<file path="config.mk">
export PLATFORM = sky130hd
export DESIGN_NAME = board_buffer
export DESIGN_NICKNAME = d
export VERILOG_FILES = /design/src/rtl/board_buffer.sv
export SDC_FILE = /design/constraint.sdc
export NUM_CORES = 1
export LEC_CHECK = 0
export CORE_AREA = 2 2 93 95
export CTS_CLUSTER_SIZE = 20
export DETAILED_ROUTE_END_ITERATION = 10
export DIE_AREA = 0 0 95 97
export DONT_BUFFER_PORTS = 1
export GPL_TIMING_DRIVEN = 1
export PLACE_DENSITY = 0.53
export SLEW_MARGIN = 20
export SYNTH_ARGS = -nofsm -noshare
export SYNTH_HDL_FRONTEND = slang
export SYNTH_SLANG_ARGS = --single-unit
</file>
<file path="constraint.sdc">
create_clock -name clk_in -period 1.7 [get_ports clk_in]
set_input_delay 0.17 -clock clk_in [delete_from_list [all_inputs] [get_ports clk_in]]
set_output_delay 0.17 -clock clk_in [all_outputs]
set_load 0.1 [all_outputs]
</file>
<file path="src/rtl/board_buffer.sv">
// board_buffer
// Ping-pong owner of the two Game-of-Life board banks. The front bank holds
// the current generation and is read by the logic engine (port A) and the
// renderer (port B). The back bank takes the next generation from the logic
// engine (port A). A buf_swap pulse flips the roles. Ready stays low until the
// read pipelines carry data from the new front bank. After reset both banks
// are zeroed before ready is first reported.
//
// Ports
//   clk_in / rst_in            clock, synchronous active-high reset
//   buf_swap_in                one-cycle swap request
//   buf_ready_out              buffers consistent, a swap is accepted
//   swap_err_out               sticky: a swap request was dropped
//   front_sel_out              index of the current front bank
//   logic_rd_addr_in/_data_out logic-engine front read, RD_LAT latency
//   logic_wr_*_in              logic-engine back-bank write
//   render_rd_addr_in/_data_out renderer front read, RD_LAT latency
//   bankN_a_*                  bank N port A (read/write)
//   bankN_b_*                  bank N port B (read-only)
module board_buffer #(
  parameter int unsigned ADDR_W = 12,
  parameter int unsigned DATA_W = 16,
  parameter int unsigned RD_LAT = 2
) (
  input  logic              clk_in,
  input  logic              rst_in,
  input  logic              buf_swap_in,
  output logic              buf_ready_out,
  output logic              swap_err_out,
  output logic              front_sel_out,
  input  logic [ADDR_W-1:0] logic_rd_addr_in,
  output logic [DATA_W-1:0] logic_rd_data_out,
  input  logic              logic_wr_en_in,
  input  logic [ADDR_W-1:0] logic_wr_addr_in,
  input  logic [DATA_W-1:0] logic_wr_data_in,
  input  logic [ADDR_W-1:0] render_rd_addr_in,
  output logic [DATA_W-1:0] render_rd_data_out,
  output logic [ADDR_W-1:0] bank0_a_addr_out,
  output logic              bank0_a_we_out,
  output logic [DATA_W-1:0] bank0_a_din_out,
  input  logic [DATA_W-1:0] bank0_a_dout_in,
  output logic [ADDR_W-1:0] bank0_b_addr_out,
  input  logic [DATA_W-1:0] bank0_b_dout_in,
  output logic [ADDR_W-1:0] bank1_a_addr_out,
  output logic              bank1_a_we_out,
  output logic [DATA_W-1:0] bank1_a_din_out,
  input  logic [DATA_W-1:0] bank1_a_dout_in,
  output logic [ADDR_W-1:0] bank1_b_addr_out,
  input  logic [DATA_W-1:0] bank1_b_dout_in
);

  localparam int unsigned CNT_W = $clog2(RD_LAT + 1);

  typedef enum logic [1:0] {
    ST_CLEAR,
    ST_IDLE,
    ST_SETTLE
  } state_e;

  state_e            state_q, state_d;
  logic [ADDR_W-1:0] clr_addr_q, clr_addr_d;
  logic              front_sel_q, front_sel_d;
  logic [RD_LAT-1:0] sel_pipe_q, sel_pipe_d;
  logic              swap_err_q, swap_err_d;
  logic [CNT_W-1:0]  settle_cnt_q, settle_cnt_d;

  always_comb begin
    state_d      = state_q;
    clr_addr_d   = clr_addr_q;
    front_sel_d  = front_sel_q;
    swap_err_d   = swap_err_q;
    settle_cnt_d = settle_cnt_q;

    // Bank select follows each read through the BRAM latency.
    sel_pipe_d[0] = front_sel_q;
    for (int unsigned i = 1; i < RD_LAT; i++) begin
      sel_pipe_d[i] = sel_pipe_q[i-1];
    end

    case (state_q)
      ST_CLEAR: begin
        clr_addr_d = clr_addr_q + ADDR_W'(1);
        if (clr_addr_q == '1) state_d = ST_IDLE;
        if (buf_swap_in) swap_err_d = 1'b1;
      end
      ST_IDLE: begin
        if (buf_swap_in) begin
          front_sel_d  = ~front_sel_q;
          settle_cnt_d = CNT_W'(RD_LAT);
          state_d      = ST_SETTLE;
        end
      end
      ST_SETTLE: begin
        if (buf_swap_in) swap_err_d = 1'b1;
        settle_cnt_d = settle_cnt_q - CNT_W'(1);
        if (settle_cnt_q == CNT_W'(1)) state_d = ST_IDLE;
      end
      default: state_d = ST_CLEAR;
    endcase
  end

  always_ff @(posedge clk_in) begin
    if (rst_in) begin
      state_q      <= ST_CLEAR;
      clr_addr_q   <= '0;
      front_sel_q  <= 1'b0;
      sel_pipe_q   <= '0;
      swap_err_q   <= 1'b0;
      settle_cnt_q <= '0;
    end else begin
      state_q      <= state_d;
      clr_addr_q   <= clr_addr_d;
      front_sel_q  <= front_sel_d;
      sel_pipe_q   <= sel_pipe_d;
      swap_err_q   <= swap_err_d;
      settle_cnt_q <= settle_cnt_d;
    end
  end

  // Bank port mapping. Writes are masked while reset is held so the state
  // left over from before reset cannot touch either bank in that cycle.
  always_comb begin
    bank0_a_addr_out = logic_rd_addr_in;
    bank0_a_we_out   = 1'b0;
    bank0_a_din_out  = logic_wr_data_in;
    bank1_a_addr_out = logic_rd_addr_in;
    bank1_a_we_out   = 1'b0;
    bank1_a_din_out  = logic_wr_data_in;
    bank0_b_addr_out = render_rd_addr_in;
    bank1_b_addr_out = render_rd_addr_in;

    if (state_q == ST_CLEAR) begin
      bank0_a_addr_out = clr_addr_q;
      bank0_a_we_out   = ~rst_in;
      bank0_a_din_out  = '0;
      bank1_a_addr_out = clr_addr_q;
      bank1_a_we_out   = ~rst_in;
      bank1_a_din_out  = '0;
    end else if (front_sel_q) begin
      bank0_a_addr_out = logic_wr_addr_in;
      bank0_a_we_out   = logic_wr_en_in & ~rst_in;
    end else begin
      bank1_a_addr_out = logic_wr_addr_in;
      bank1_a_we_out   = logic_wr_en_in & ~rst_in;
    end
  end

  // Combinational so ready already drops in the swap-request cycle.
  assign buf_ready_out = (state_q == ST_IDLE) & ~buf_swap_in & ~rst_in;
  assign swap_err_out  = swap_err_q;
  assign front_sel_out = front_sel_q;

  assign logic_rd_data_out  = sel_pipe_q[RD_LAT-1] ? bank1_a_dout_in : bank0_a_dout_in;
  assign render_rd_data_out = sel_pipe_q[RD_LAT-1] ? bank1_b_dout_in : bank0_b_dout_in;

endmodule

</file>
==> flow_metrics.env <==
export IMPL_syn_to_final_growth_pct=103
export IMPL_timing_rr_start="clr_addr_q[0]"
export IMPL_hold_viol=0
export IMPL_synth_area_per_cell_sq_um=8.20
export IMPL_drc=0
export IMPL_post_route_period_util=1.00
export IMPL_setup_viol=2
export IMPL_r2r_end="clr_addr_q[4]"
export IMPL_cpMaxStageDelayCell="dfxtp_4"
export IMPL_multi_input_area_sq_um=1870
export IMPL_grt_ovfl_total=0
export IMPL_violations="setup timing"
export IMPL_drive_gt1_frac=0.690
export IMPL_n_fill_cell=654
export IMPL_fp_row_count=33
export IMPL_worstPathArrival_ns=1.53
export IMPL_r2r_slack_ns=0.04
export IMPL_synth_cell_area_sq_um=2200
export IMPL_insertion_delay_ns=0.26
export IMPL_startpoint="state_q[0]"
export IMPL_grt_pass1_wl_um=11700
export IMPL_crit_fanout=10
export IMPL_path_cells="or2_4 > nor2_1 > a21oi_4 > buf_12"
export IMPL_antenna_found_initial=0
export IMPL_grtUsageTotal=0.159
export IMPL_cts_htree_levels=1
export IMPL_whs_path_depth=2
export IMPL_async_reset_ff_frac=0
export IMPL_p_leak_nw=1.66
export IMPL_ant_nets=0
export IMPL_worst_path_buf_inv=1
export IMPL_required_ns=1.53
export IMPL_initial_core_util=0.270
export IMPL_worstRegToRegCells=5
export IMPL_port_buffers=0
export IMPL_worst_clock_skew_ns=0.00791
export IMPL_ioPinCount=237
export IMPL_drtIter0Drc=38
export IMPL_first_global_vias=2218
export IMPL_finalNetCount=446
export IMPL_crit_cells=4
export IMPL_regArea_sq_um=409
export IMPL_cp_start_kind="flop"
export IMPL_cts_root_buf="clkbuf_8"
export IMPL_ys_seq_elements=20
export IMPL_design_die_area_sq_um=9220
export IMPL_ys_flop_type="dfxtp_1"
export IMPL_wirelength_um=7510
export IMPL_final_cell_mix="92 x buf_12, 30 x mux2_2, 26 x a21oi_4"
export IMPL_netlist_instances=268
export IMPL_endpoint_kind="primary output"
export IMPL_antenna_cells=0
export IMPL_cts_tree="yes"
export IMPL_utilization=0.549
export IMPL_via_per_inst=4.90
export IMPL_grt_max_degree=33
export IMPL_pwr_density_cell_nw_per_um2=410
export IMPL_cts_buffers=3
export IMPL_cts_sinks=20
export IMPL_rsz0062_at_grt="true"
export IMPL_slowest_delay_ns=0.38
export IMPL_final_common_cell="buf_12"
export IMPL_worst_setup_path_type="reg -> out"
export IMPL_fp_dieH_um=97
export IMPL_cts_path_max_buffers=2
export IMPL_holdCritPathClass="in -> reg"
export IMPL_syn_num_nets=390
export IMPL_dp_hpwl_um=6220
export IMPL_place_area_sq_um=4250
export IMPL_max_freq_mhz=587
export IMPL_yosysWarnings=0
export IMPL_clk_pin_slew_ns=0.07
export IMPL_synth_seq_area_share=0.182
export IMPL_worstSetupEndpoint="bank1_a_addr_out[6]"
export IMPL_tightest_slew_ns=0.543
export IMPL_ys_types=39
export IMPL_place_congestion=0.747
export IMPL_placeableCoreArea_sq_um=8130
export IMPL_setup_ws_ns=-0.00226
export IMPL_drv_cap=0
export IMPL_wl_per_cell_um=17.5
export IMPL_dr_total_vias=2098
export IMPL_fin_crit_ns=1.70
export IMPL_slew_violations=0
export IMPL_status="finished with violations"
export IMPL_first_pass_iters=4
export IMPL_dieWidth_um=95
export IMPL_slew_headroom=0.637
export IMPL_cp_top_family="simple AND/OR/NAND/NOR gates"
export IMPL_synth_edf_count=0
export IMPL_max_vdd_ir_drop_mv=0.428
export IMPL_final_area_sq_um=4460
==> per-layer routing <==
layer	track usage	wire length, um	vias up
met1	0.200	2840	1016
met4	0.0145	2	0
li1	-	-	1000
met5	0	0	-
met2	0.285	4140	80
met3	0.0343	518	2
==> metrics by stage <==
step,std cells,setup TNS [ns],setup slack (ns),hold WS (ns),power (mW)
floorplan,268,-0.0617,-0.00356,0.315,1.35
global placement,415,0,0.113,0.242,1.41
detailed placement,415,0,0.0385,0.243,1.41
CTS,426,-0.164,-0.0451,0.0560,1.85
global route,428,-0.600,-0.0522,0.0705,1.90
finish,428,-0.00357,-0.00226,0.0608,1.83
==> Yosys cell counts (2+ instances only) <==
library cell  number  share of area
a21oi_1           36          0.082
and2_1            16          0.046
buf_2             11          0.025
buf_4             40           0.14
clkbuf_1           6          0.010
dfxtp_1           20           0.18
ha_1               2          0.011
inv_1              5         0.0085
mux2_1             6          0.031
mux2_2            30           0.15
mux2i_1           24           0.11
nand2_1            7          0.012
nand2b_1           2         0.0057
nand3_1            2         0.0046
nor2_1            22          0.038
nor2b_1            7          0.020
nor4_1             3         0.0085
o21ai_0            4         0.0091
or3_1              4          0.011
xnor2_1            2         0.0080
==> state kept, by name, summed over array words and instances (netlist names) <==
name and flops:
state_q 2, sel_pipe_q 2, settle_cnt_q 2, front_sel_out 1, swap_err_out 1, clr_addr_q 12
==> kinds of logic after synthesis <==
group                      share of synthesized area
AOI/OAI and AO/OA                              0.113
xor gates and xnor gates                      0.0120
adders and majority gates                     0.0114
buffers and inverters                          0.186
DFF                                            0.182
muxes                                          0.294
and+or+nand+nor                                0.202
==> power by group <==
group | switching, mW | internal (mW) | leakage (nW)
combinational | 0.605 | 0.323 | 1.46
clock | 0.167 | 0.255 | 0.0339
sequential | 0.00653 | 0.474 | 0.164
total | 0.779 | 1.05 | 1.66
==> cell type report <==
type | instances | area share
clock buffer | 4 | 0.0149
inverter | 5 | 0.00421
multi-input combinational | 187 | 0.420
sequential | 20 | 0.0917
tap | 105 | 0.0294
timing repair buffer | 107 | 0.440
==> worst min-delay path by stage <==
| stage | start | end | slack, ns |
|---|---|---|---|
| floorplan | buf_swap_in | swap_err_out | 0.31 |
| global placement | rst_in | front_sel_out | 0.24 |
| detailed placement | rst_in | front_sel_out | 0.24 |
| CTS | buf_swap_in | swap_err_out | 0.06 |
| global route | buf_swap_in | swap_err_out | 0.07 |
| finish | buf_swap_in | swap_err_out | 0.06 |
==> repair_timing <==
item | CTS | global route
hold endpoints to repair | 15 | 0
setup endpoints to repair | 54 | 29
cloned | 2 | 0
gates resized for setup | 8 | 14
pin swaps | 1 | 5
hold buffers | 1 | 0
setup buffers | 4 | 2
Note: power is estimated with default switching activity, not from simulation.
